## src/rtl/prim_executor_pkg.sv

```systemverilog
`default_nettype none
// ============================================================================
//  Module   : prim_executor_pkg
//  Brief    : Opcodes, FSM state encodings, lane masks and lane-select helper
//             shared by the primitive executor and its lane helper.
//  Revision : 1.0 - initial release
// ============================================================================
package prim_executor_pkg;

    localparam int DATA_W = 32;
    localparam int HALF_W = 16;

    typedef logic [5:0] opcode_t;

    // Primitive opcodes (inst[63:58])
    localparam opcode_t c_op_nop       = 6'd0;
    localparam opcode_t c_op_add       = 6'd2;
    localparam opcode_t c_op_copy      = 6'd3;
    localparam opcode_t c_op_set_field = 6'd4;
    localparam opcode_t c_op_set_port  = 6'd5;

    // Executor states
    localparam logic [3:0] c_st_idle = 4'd0;
    localparam logic [3:0] c_st_f1   = 4'd1;
    localparam logic [3:0] c_st_f2   = 4'd2;
    localparam logic [3:0] c_st_f3   = 4'd3;
    localparam logic [3:0] c_st_ex   = 4'd4;
    localparam logic [3:0] c_st_r1   = 4'd5;
    localparam logic [3:0] c_st_r2   = 4'd6;
    localparam logic [3:0] c_st_wr   = 4'd7;
    localparam logic [3:0] c_st_done = 4'd8;

    // Byte-lane masks for the two halfword lanes of a word
    localparam logic [3:0] c_sel_lo = 4'b0011;
    localparam logic [3:0] c_sel_hi = 4'b1100;

    function automatic logic [3:0] lane_sel(input logic i_hi);
        return i_hi ? c_sel_hi : c_sel_lo;
    endfunction

endpackage
`default_nettype wire

```

## src/rtl/prim_executor_hw_lane.sv

```systemverilog
`default_nettype none
// ============================================================================
//  Module   : hw_lane
//  Brief    : Halfword lane helper. Extracts the halfword at lane i_hi from
//             i_word, and places i_half into the same lane of an otherwise
//             zero write word together with the matching byte selects.
//  Revision : 1.0 - initial release
// ============================================================================
module hw_lane
    import prim_executor_pkg::*;
(
    input  logic [DATA_W-1:0] i_word,
    input  logic              i_hi,
    input  logic [HALF_W-1:0] i_half,
    output logic [HALF_W-1:0] o_half,
    output logic [DATA_W-1:0] o_word,
    output logic [3:0]        o_sel
);

    // Kept as independent assigns: o_half feeds back into i_half at the top
    // level, so extract and build must not share a process.
    assign o_half = i_hi ? i_word[31:16] : i_word[15:0];
    assign o_word = i_hi ? {i_half, 16'h0000} : {16'h0000, i_half};
    assign o_sel  = lane_sel(i_hi);

endmodule
`default_nettype wire

```

## src/rtl/prim_executor.sv

```systemverilog
`default_nettype none
// ============================================================================
//  Module   : prim_executor
//  Brief    : Fetches a list of 64-bit primitives from SRAM and executes them
//             against the packet buffer (set/add/copy 16-bit fields, set the
//             egress port), then reports done/error until start drops.
//  Revision : 1.0 - initial release
// ============================================================================
module prim_executor
    import prim_executor_pkg::*;
#(
    parameter int ADDR_W    = 32,
    parameter int PORT_W    = 8,     // must not exceed 16
    parameter int MAX_INSTS = 16
) (
    input  logic              clk,
    input  logic              rst,            // asynchronous, active-low
    input  logic              start_i,
    input  logic [ADDR_W-1:0] start_addr_i,
    input  logic [ADDR_W-1:0] pkt_base_i,
    output logic              sram_ce_o,
    output logic              sram_we_o,
    output logic [ADDR_W-1:0] sram_addr_o,
    output logic [3:0]        sram_sel_o,
    output logic [31:0]       sram_data_o,
    input  logic [31:0]       sram_data_i,
    output logic              busy_o,
    output logic              exec_done_o,
    output logic              exec_err_o,
    output logic [PORT_W-1:0] egress_port_o,
    output logic              port_valid_o
);

    localparam int CNT_W = $clog2(MAX_INSTS + 1);

    logic [3:0]        r_state;
    logic [ADDR_W-1:0] r_pc;
    logic [ADDR_W-1:0] r_pkt_base;
    logic [CNT_W-1:0]  r_count;
    opcode_t           r_op;
    logic [15:1]       r_dst;       // offset bit 0 is ignored, so not stored
    logic [15:1]       r_src;
    logic [15:0]       r_imm;
    logic              r_ce;
    logic              r_we;
    logic [ADDR_W-1:0] r_addr;
    logic [3:0]        r_sel;
    logic [31:0]       r_wdata;
    logic              r_err;
    logic [PORT_W-1:0] r_port;
    logic              r_port_valid;

    logic [ADDR_W-1:0] w_dst_addr;
    logic [ADDR_W-1:0] w_src_addr;
    logic [31:0]       w_lane_in;
    logic [15:0]       w_lane_half;
    logic [15:0]       w_new_half;
    logic [31:0]       w_lane_word;
    logic [3:0]        w_lane_sel;
    logic              w_at_limit;

    assign w_dst_addr = r_pkt_base + ADDR_W'({r_dst[15:2], 2'b00});
    assign w_src_addr = r_pkt_base + ADDR_W'({r_src[15:2], 2'b00});
    assign w_at_limit = (r_count == CNT_W'(MAX_INSTS));

    // A copy between opposite lanes swaps the read word first, so a single
    // lane helper indexed by the destination lane serves every primitive.
    assign w_lane_in = ((r_op == c_op_copy) && (r_src[1] != r_dst[1]))
                     ? {sram_data_i[15:0], sram_data_i[31:16]}
                     : sram_data_i;

    // New destination halfword: sum for ADD, source field for COPY, imm otherwise
    assign w_new_half = (r_op == c_op_add)  ? (w_lane_half + r_imm) :
                        (r_op == c_op_copy) ? w_lane_half : r_imm;

    hw_lane u_lane (
        .i_word (w_lane_in),
        .i_hi   (r_dst[1]),
        .i_half (w_new_half),
        .o_half (w_lane_half),
        .o_word (w_lane_word),
        .o_sel  (w_lane_sel)
    );

    // Fetch / execute sequencer; all SRAM strobes are registered
    always_ff @(posedge clk or negedge rst) begin
        if (!rst) begin
            r_state      <= c_st_idle;
            r_pc         <= '0;
            r_pkt_base   <= '0;
            r_count      <= '0;
            r_op         <= '0;
            r_dst        <= '0;
            r_src        <= '0;
            r_imm        <= '0;
            r_ce         <= 1'b0;
            r_we         <= 1'b0;
            r_addr       <= '0;
            r_sel        <= '0;
            r_wdata      <= '0;
            r_err        <= 1'b0;
            r_port       <= '0;
            r_port_valid <= 1'b0;
        end else begin
            case (r_state)
                c_st_idle: begin
                    if (start_i) begin
                        r_pkt_base   <= pkt_base_i;
                        r_addr       <= start_addr_i;
                        r_ce         <= 1'b1;
                        r_pc         <= start_addr_i + ADDR_W'(8);
                        r_count      <= '0;
                        r_port_valid <= 1'b0;
                        r_state      <= c_st_f1;
                    end
                end
                c_st_f1: begin
                    r_addr  <= r_addr + ADDR_W'(4);
                    r_state <= c_st_f2;
                end
                c_st_f2: begin
                    r_op    <= sram_data_i[31:26];
                    r_dst   <= sram_data_i[15:1];
                    r_state <= c_st_f3;
                end
                c_st_f3: begin
                    r_src   <= sram_data_i[31:17];
                    r_imm   <= sram_data_i[15:0];
                    r_count <= r_count + CNT_W'(1);
                    r_state <= c_st_ex;
                end
                c_st_ex: begin
                    case (r_op)
                        c_op_set_port: begin
                            r_port       <= r_imm[PORT_W-1:0];
                            r_port_valid <= 1'b1;
                            if (w_at_limit) begin
                                r_ce    <= 1'b0;
                                r_err   <= 1'b1;
                                r_state <= c_st_done;
                            end else begin
                                r_addr  <= r_pc;
                                r_pc    <= r_pc + ADDR_W'(8);
                                r_state <= c_st_f1;
                            end
                        end
                        c_op_set_field: begin
                            r_addr  <= w_dst_addr;
                            r_we    <= 1'b1;
                            r_sel   <= w_lane_sel;
                            r_wdata <= w_lane_word;
                            r_state <= c_st_wr;
                        end
                        c_op_add: begin
                            r_addr  <= w_dst_addr;
                            r_state <= c_st_r1;
                        end
                        c_op_copy: begin
                            r_addr  <= w_src_addr;
                            r_state <= c_st_r1;
                        end
                        c_op_nop: begin
                            r_ce    <= 1'b0;
                            r_state <= c_st_done;
                        end
                        default: begin
                            r_ce    <= 1'b0;
                            r_err   <= 1'b1;
                            r_state <= c_st_done;
                        end
                    endcase
                end
                c_st_r1: begin
                    r_state <= c_st_r2;
                end
                c_st_r2: begin
                    r_addr  <= w_dst_addr;
                    r_we    <= 1'b1;
                    r_sel   <= w_lane_sel;
                    r_wdata <= w_lane_word;
                    r_state <= c_st_wr;
                end
                c_st_wr: begin
                    r_we    <= 1'b0;
                    r_sel   <= '0;
                    r_wdata <= '0;
                    if (w_at_limit) begin
                        r_ce    <= 1'b0;
                        r_err   <= 1'b1;
                        r_state <= c_st_done;
                    end else begin
                        r_addr  <= r_pc;
                        r_pc    <= r_pc + ADDR_W'(8);
                        r_state <= c_st_f1;
                    end
                end
                c_st_done: begin
                    if (!start_i) begin
                        r_err   <= 1'b0;
                        r_state <= c_st_idle;
                    end
                end
                default: begin
                    r_ce    <= 1'b0;
                    r_we    <= 1'b0;
                    r_state <= c_st_idle;
                end
            endcase
        end
    end

    assign sram_ce_o     = r_ce;
    assign sram_we_o     = r_we;
    assign sram_addr_o   = r_addr;
    assign sram_sel_o    = r_sel;
    assign sram_data_o   = r_wdata;
    assign busy_o        = (r_state != c_st_idle);
    assign exec_done_o   = (r_state == c_st_done);
    assign exec_err_o    = r_err;
    assign egress_port_o = r_port;
    assign port_valid_o  = r_port_valid;

endmodule
`default_nettype wire

```

## config.mk

```make
export PLATFORM = sky130hd
export DESIGN_NAME = prim_executor
export DESIGN_NICKNAME = d
export VERILOG_FILES = /design/src/rtl/prim_executor_pkg.sv /design/src/rtl/prim_executor_hw_lane.sv /design/src/rtl/prim_executor.sv
export SDC_FILE = /design/constraint.sdc
export NUM_CORES = 1
export LEC_CHECK = 0
export CAP_MARGIN = 20
export CORE_ASPECT_RATIO = 1.1
export CORE_UTILIZATION = 30
export CTS_CLUSTER_SIZE = 14
export DETAILED_ROUTE_END_ITERATION = 12
export SKIP_LAST_GASP = 1
export SYNTH_ARGS = -nofsm -noshare
export SYNTH_HDL_FRONTEND = slang
export SYNTH_SLANG_ARGS = --single-unit
```

## constraint.sdc

```tcl
create_clock -name clk -period 12.9 [get_ports clk]
set_input_delay 1.935 -clock clk [delete_from_list [all_inputs] [get_ports clk]]
set_output_delay 1.935 -clock clk [all_outputs]
set_load 0.005 [all_outputs]
```

==> metrics <==
Buf+Inv Stages, Crit Path=2; 1st-pass router iterations=5; register bit total from synthesis=203; DRC Markers=0; DR vias/cell=5.63; Synth warnings=0; initial drt markers=1339; Layout fillers=4781; Starting Density=30.5%; antenna violations before repair=2; Post-Route WL=52500 um; Slew @ Worst Pin=1090 ps; relative max-transition margin=27.0%; Syn Std Cell Area=0.0143 mm2; status=completed; worst-path fanout max=22; most frequent cells in the layout=342 x nand2_1, 203 x dfrtp_1, 179 x clkdlybuf4s50_1, 125 x nor2_1, 123 x a21oi_1; CTS clk-pin slew, worst paths=60 ps; GRT met2 Usage=33.7%; CP peak stage delay=590 ps; crit share post-route=42.7%; Mapped Cells=1747; most common cell after layout, fill and taps aside=nand2_1; Tightest Hold Check Type=reg -> reg; post-layout min period=5510 ps; M1 GR Usage=30.1%; crit path capture type=flip-flop; clk_lat worst skew=570 ps; Die Span X=210 um; Clock Sinks=203; Leak Pwr=7.44 nW; post-CTS sizing=0; post-route design area=0.0176 mm2; largest net degree at the start of global routing=77; antenna fix cells=0; number of synthesized flops with an enable pin=0; post-CTS setup buffer count=0; CTS Buf Count=27; Hold Worst Slack=488 ps; startpoint types=flip-flop; post-layout utilization of the core=37.6%; multi-input logic area=0.00877 mm2; Peak supply drop=113 uV; register area=0.00508 mm2; port bufs=180; DR vias=14300; # IOs=181; Distinct cells, synth=84; first-pass GRT wire length=82200 um; Async SR Flop Fraction=100%; Final Max Tran Viols=0; cts hold-fix bufs=0; Critical Path Slowest Stage Cell=nor2_2; number of max-cap violations=0; Net Count, Synth=1899; Overflow after GRT=0; DIE HEIGHT=231 um; final hold violation count=0; Worst Path Arrival=5970 ps; vias in the first global route=13900; register area share after synthesis=35.5%; setup violation total in the final timing report=0; Most common cell on crit path=a41o_1; grt peak-use layer=met2; placed wire-length estimate after detailed placement=38400 um; Core ar.=0.0468 mm2; Worst Path Required=13360 ps; M3 GR Usage=4.27%; PD cells=276 mW/mm2; Final GP Congestion=0.941; FMAX=181 MHz; worst path cell trace=nor3_2, nand2_1, nor2_2, mux2i_2, buf_4, mux2_2, ha_1, inv_1, fa_1, nor2b_1, a221o_1, a41o_1, o31a_1, a41o_1, o41a_1, xnor2_1, o211ai_1, a32o_1; Post-synth top flop=dfrtp_1; Max Root-Sink Buffers=3; Post-Place Cell Area=0.0167 mm2; DIE AREA=0.0485 mm2; final net count=2038; Avg WL per Cell=20.7 um; Final TNS setup=0 ps; Post-Route Skew=18.7 ps; CTS tree=built; All-Layer GR Usage=21.6%; RSZ-0062 raised after global routing=false; Mapped Avg Cell Area=8.18 um2; post-detailed-route count of antenna-violating nets=0; share of layout cells above drive strength 1=7.57%; CTS H-tree lvls=1; Layout area overhead=23.1%; Crit Path Category=reg -> reg; CTS root buf=clkbuf_16; CP delay by family, top=compound AO/OA/AOI/OAI gates; # rows=83
-- layout make-up --
cell class | instances | area share (%)
multi-input combinational | 1425 | 49.9
sequential | 203 | 28.9
clock buffer | 32 | 4.06
inverter | 23 | 0.491
timing repair buffer | 206 | 11.4
clock inverter | 14 | 0.790
tap | 637 | 4.53
-- where the power goes --
part | leakage (nW) | switching (mW) | internal [mW]
Sequential | 2.50 | 0.431 | 0.940
Combinational | 4.52 | 1.59 | 1.15
Clock | 0.421 | 0.310 | 0.434
Total | 7.44 | 2.33 | 2.53
-- final timing paths --
check	from	cells after the start	slack (ps)	endpoint
setup / recovery	r_op[3]$_DFFE_PN0P_	18	7390	sram_data_o[30]$_DFFE_PN0P_
hold / removal	sram_data_o[10]$_DFFE_PN0P_	2	490	sram_data_o[10]$_DFFE_PN0P_
setup reg to reg	r_op[3]$_DFFE_PN0P_	18	7390	sram_data_o[30]$_DFFE_PN0P_
hold reg to reg	sram_data_o[10]$_DFFE_PN0P_	2	490	sram_data_o[10]$_DFFE_PN0P_
max in group asynchronous	rst	2	10000	r_dst[15]$_DFFE_PN0P_
min in group asynchronous	rst	1	1390	r_pc[6]$_DFFE_PN0P_
-- metal layers --
metal  wire [um]  up-vias  part of all wire (%)
li1            -     6601                     -
met1       23800     6975                    45
met2       23200      626                    44
met3        4120       92                   7.8
met4        1340        4                   2.5
met5          28        -                 0.053
-- registers in the layout, indices dropped and copies added, names as in the netlist --
register       flops
egress_port_o      8
exec_err_o         1
port_valid_o       1
r_count            5
r_dst             15
r_imm             16
r_op               6
r_pc              32
r_pkt_base        32
r_src             15
r_state            4
sram_addr_o       32
sram_ce_o          1
sram_data_o       32
sram_sel_o         2
sram_we_o          1
-- synthesized netlist by cell type (6+ instances only) --
cell type	number	area share [%]
a21boi_0	6	0.32
a41oi_1	6	0.37
o221ai_1	24	1.5
o211ai_1	11	0.58
a21o_1	22	1.2
dfrtp_1	203	36
o31ai_1	13	0.68
o21ai_0	117	4.1
and2_1	9	0.39
inv_1	23	0.60
clkbuf_1	73	1.9
o22ai_1	14	0.61
a211oi_1	21	1.1
a31oi_1	23	1.0
nor3_1	62	2.2
and4_1	6	0.37
o21a_1	12	0.63
nand2b_1	16	0.70
mux2_2	43	3.4
nand4_1	14	0.61
buf_1	11	0.29
xor2_1	44	2.7
mux2i_1	41	2.9
buf_2	6	0.21
o21ai_1	8	0.28
a21oi_1	124	4.3
nand2_1	342	9.0
xnor2_1	29	1.8
nor2_1	126	3.3
nand3_1	57	2.0
ha_1	50	4.4
a22oi_1	6	0.32
a22o_1	16	0.98
and3_1	30	1.3
or3_1	19	0.83
nor2b_1	12	0.53
-- through the flow --
stage	std cells	power [mW]	setup slack, ps
after CTS	2540	4.84	7380
after global placement	2493	4.01	7530
after detailed placement	2494	4.07	7420
after global routing	2540	5.24	7020
after floorplan	1747	3.08	8240
final	2540	4.86	7390
-- worst register-to-register path, delay by kind of cell, from the launching register on --
family                   cells  cell delay [ps]
AO/OA/AOI/OAI                7             1890
XOR/XNOR                     1              140
adder cells (fa/ha/maj)      2              380
buffers and inverters        2              390
flip-flops                   1              390
multiplexers                 2              650
AND/OR/NAND/NOR              4             1560
-- cell families after synthesis --
kind of cell / synth area share (%)
buffers and inverters: 3.35
adder cells (fa/ha/maj): 4.80
AO/OA/AOI/OAI: 22.1
AND/OR/NAND/NOR: 23.0
flip-flops: 35.5
XOR/XNOR: 4.86
multiplexers: 6.34
(Power assumes the default switching activity.)
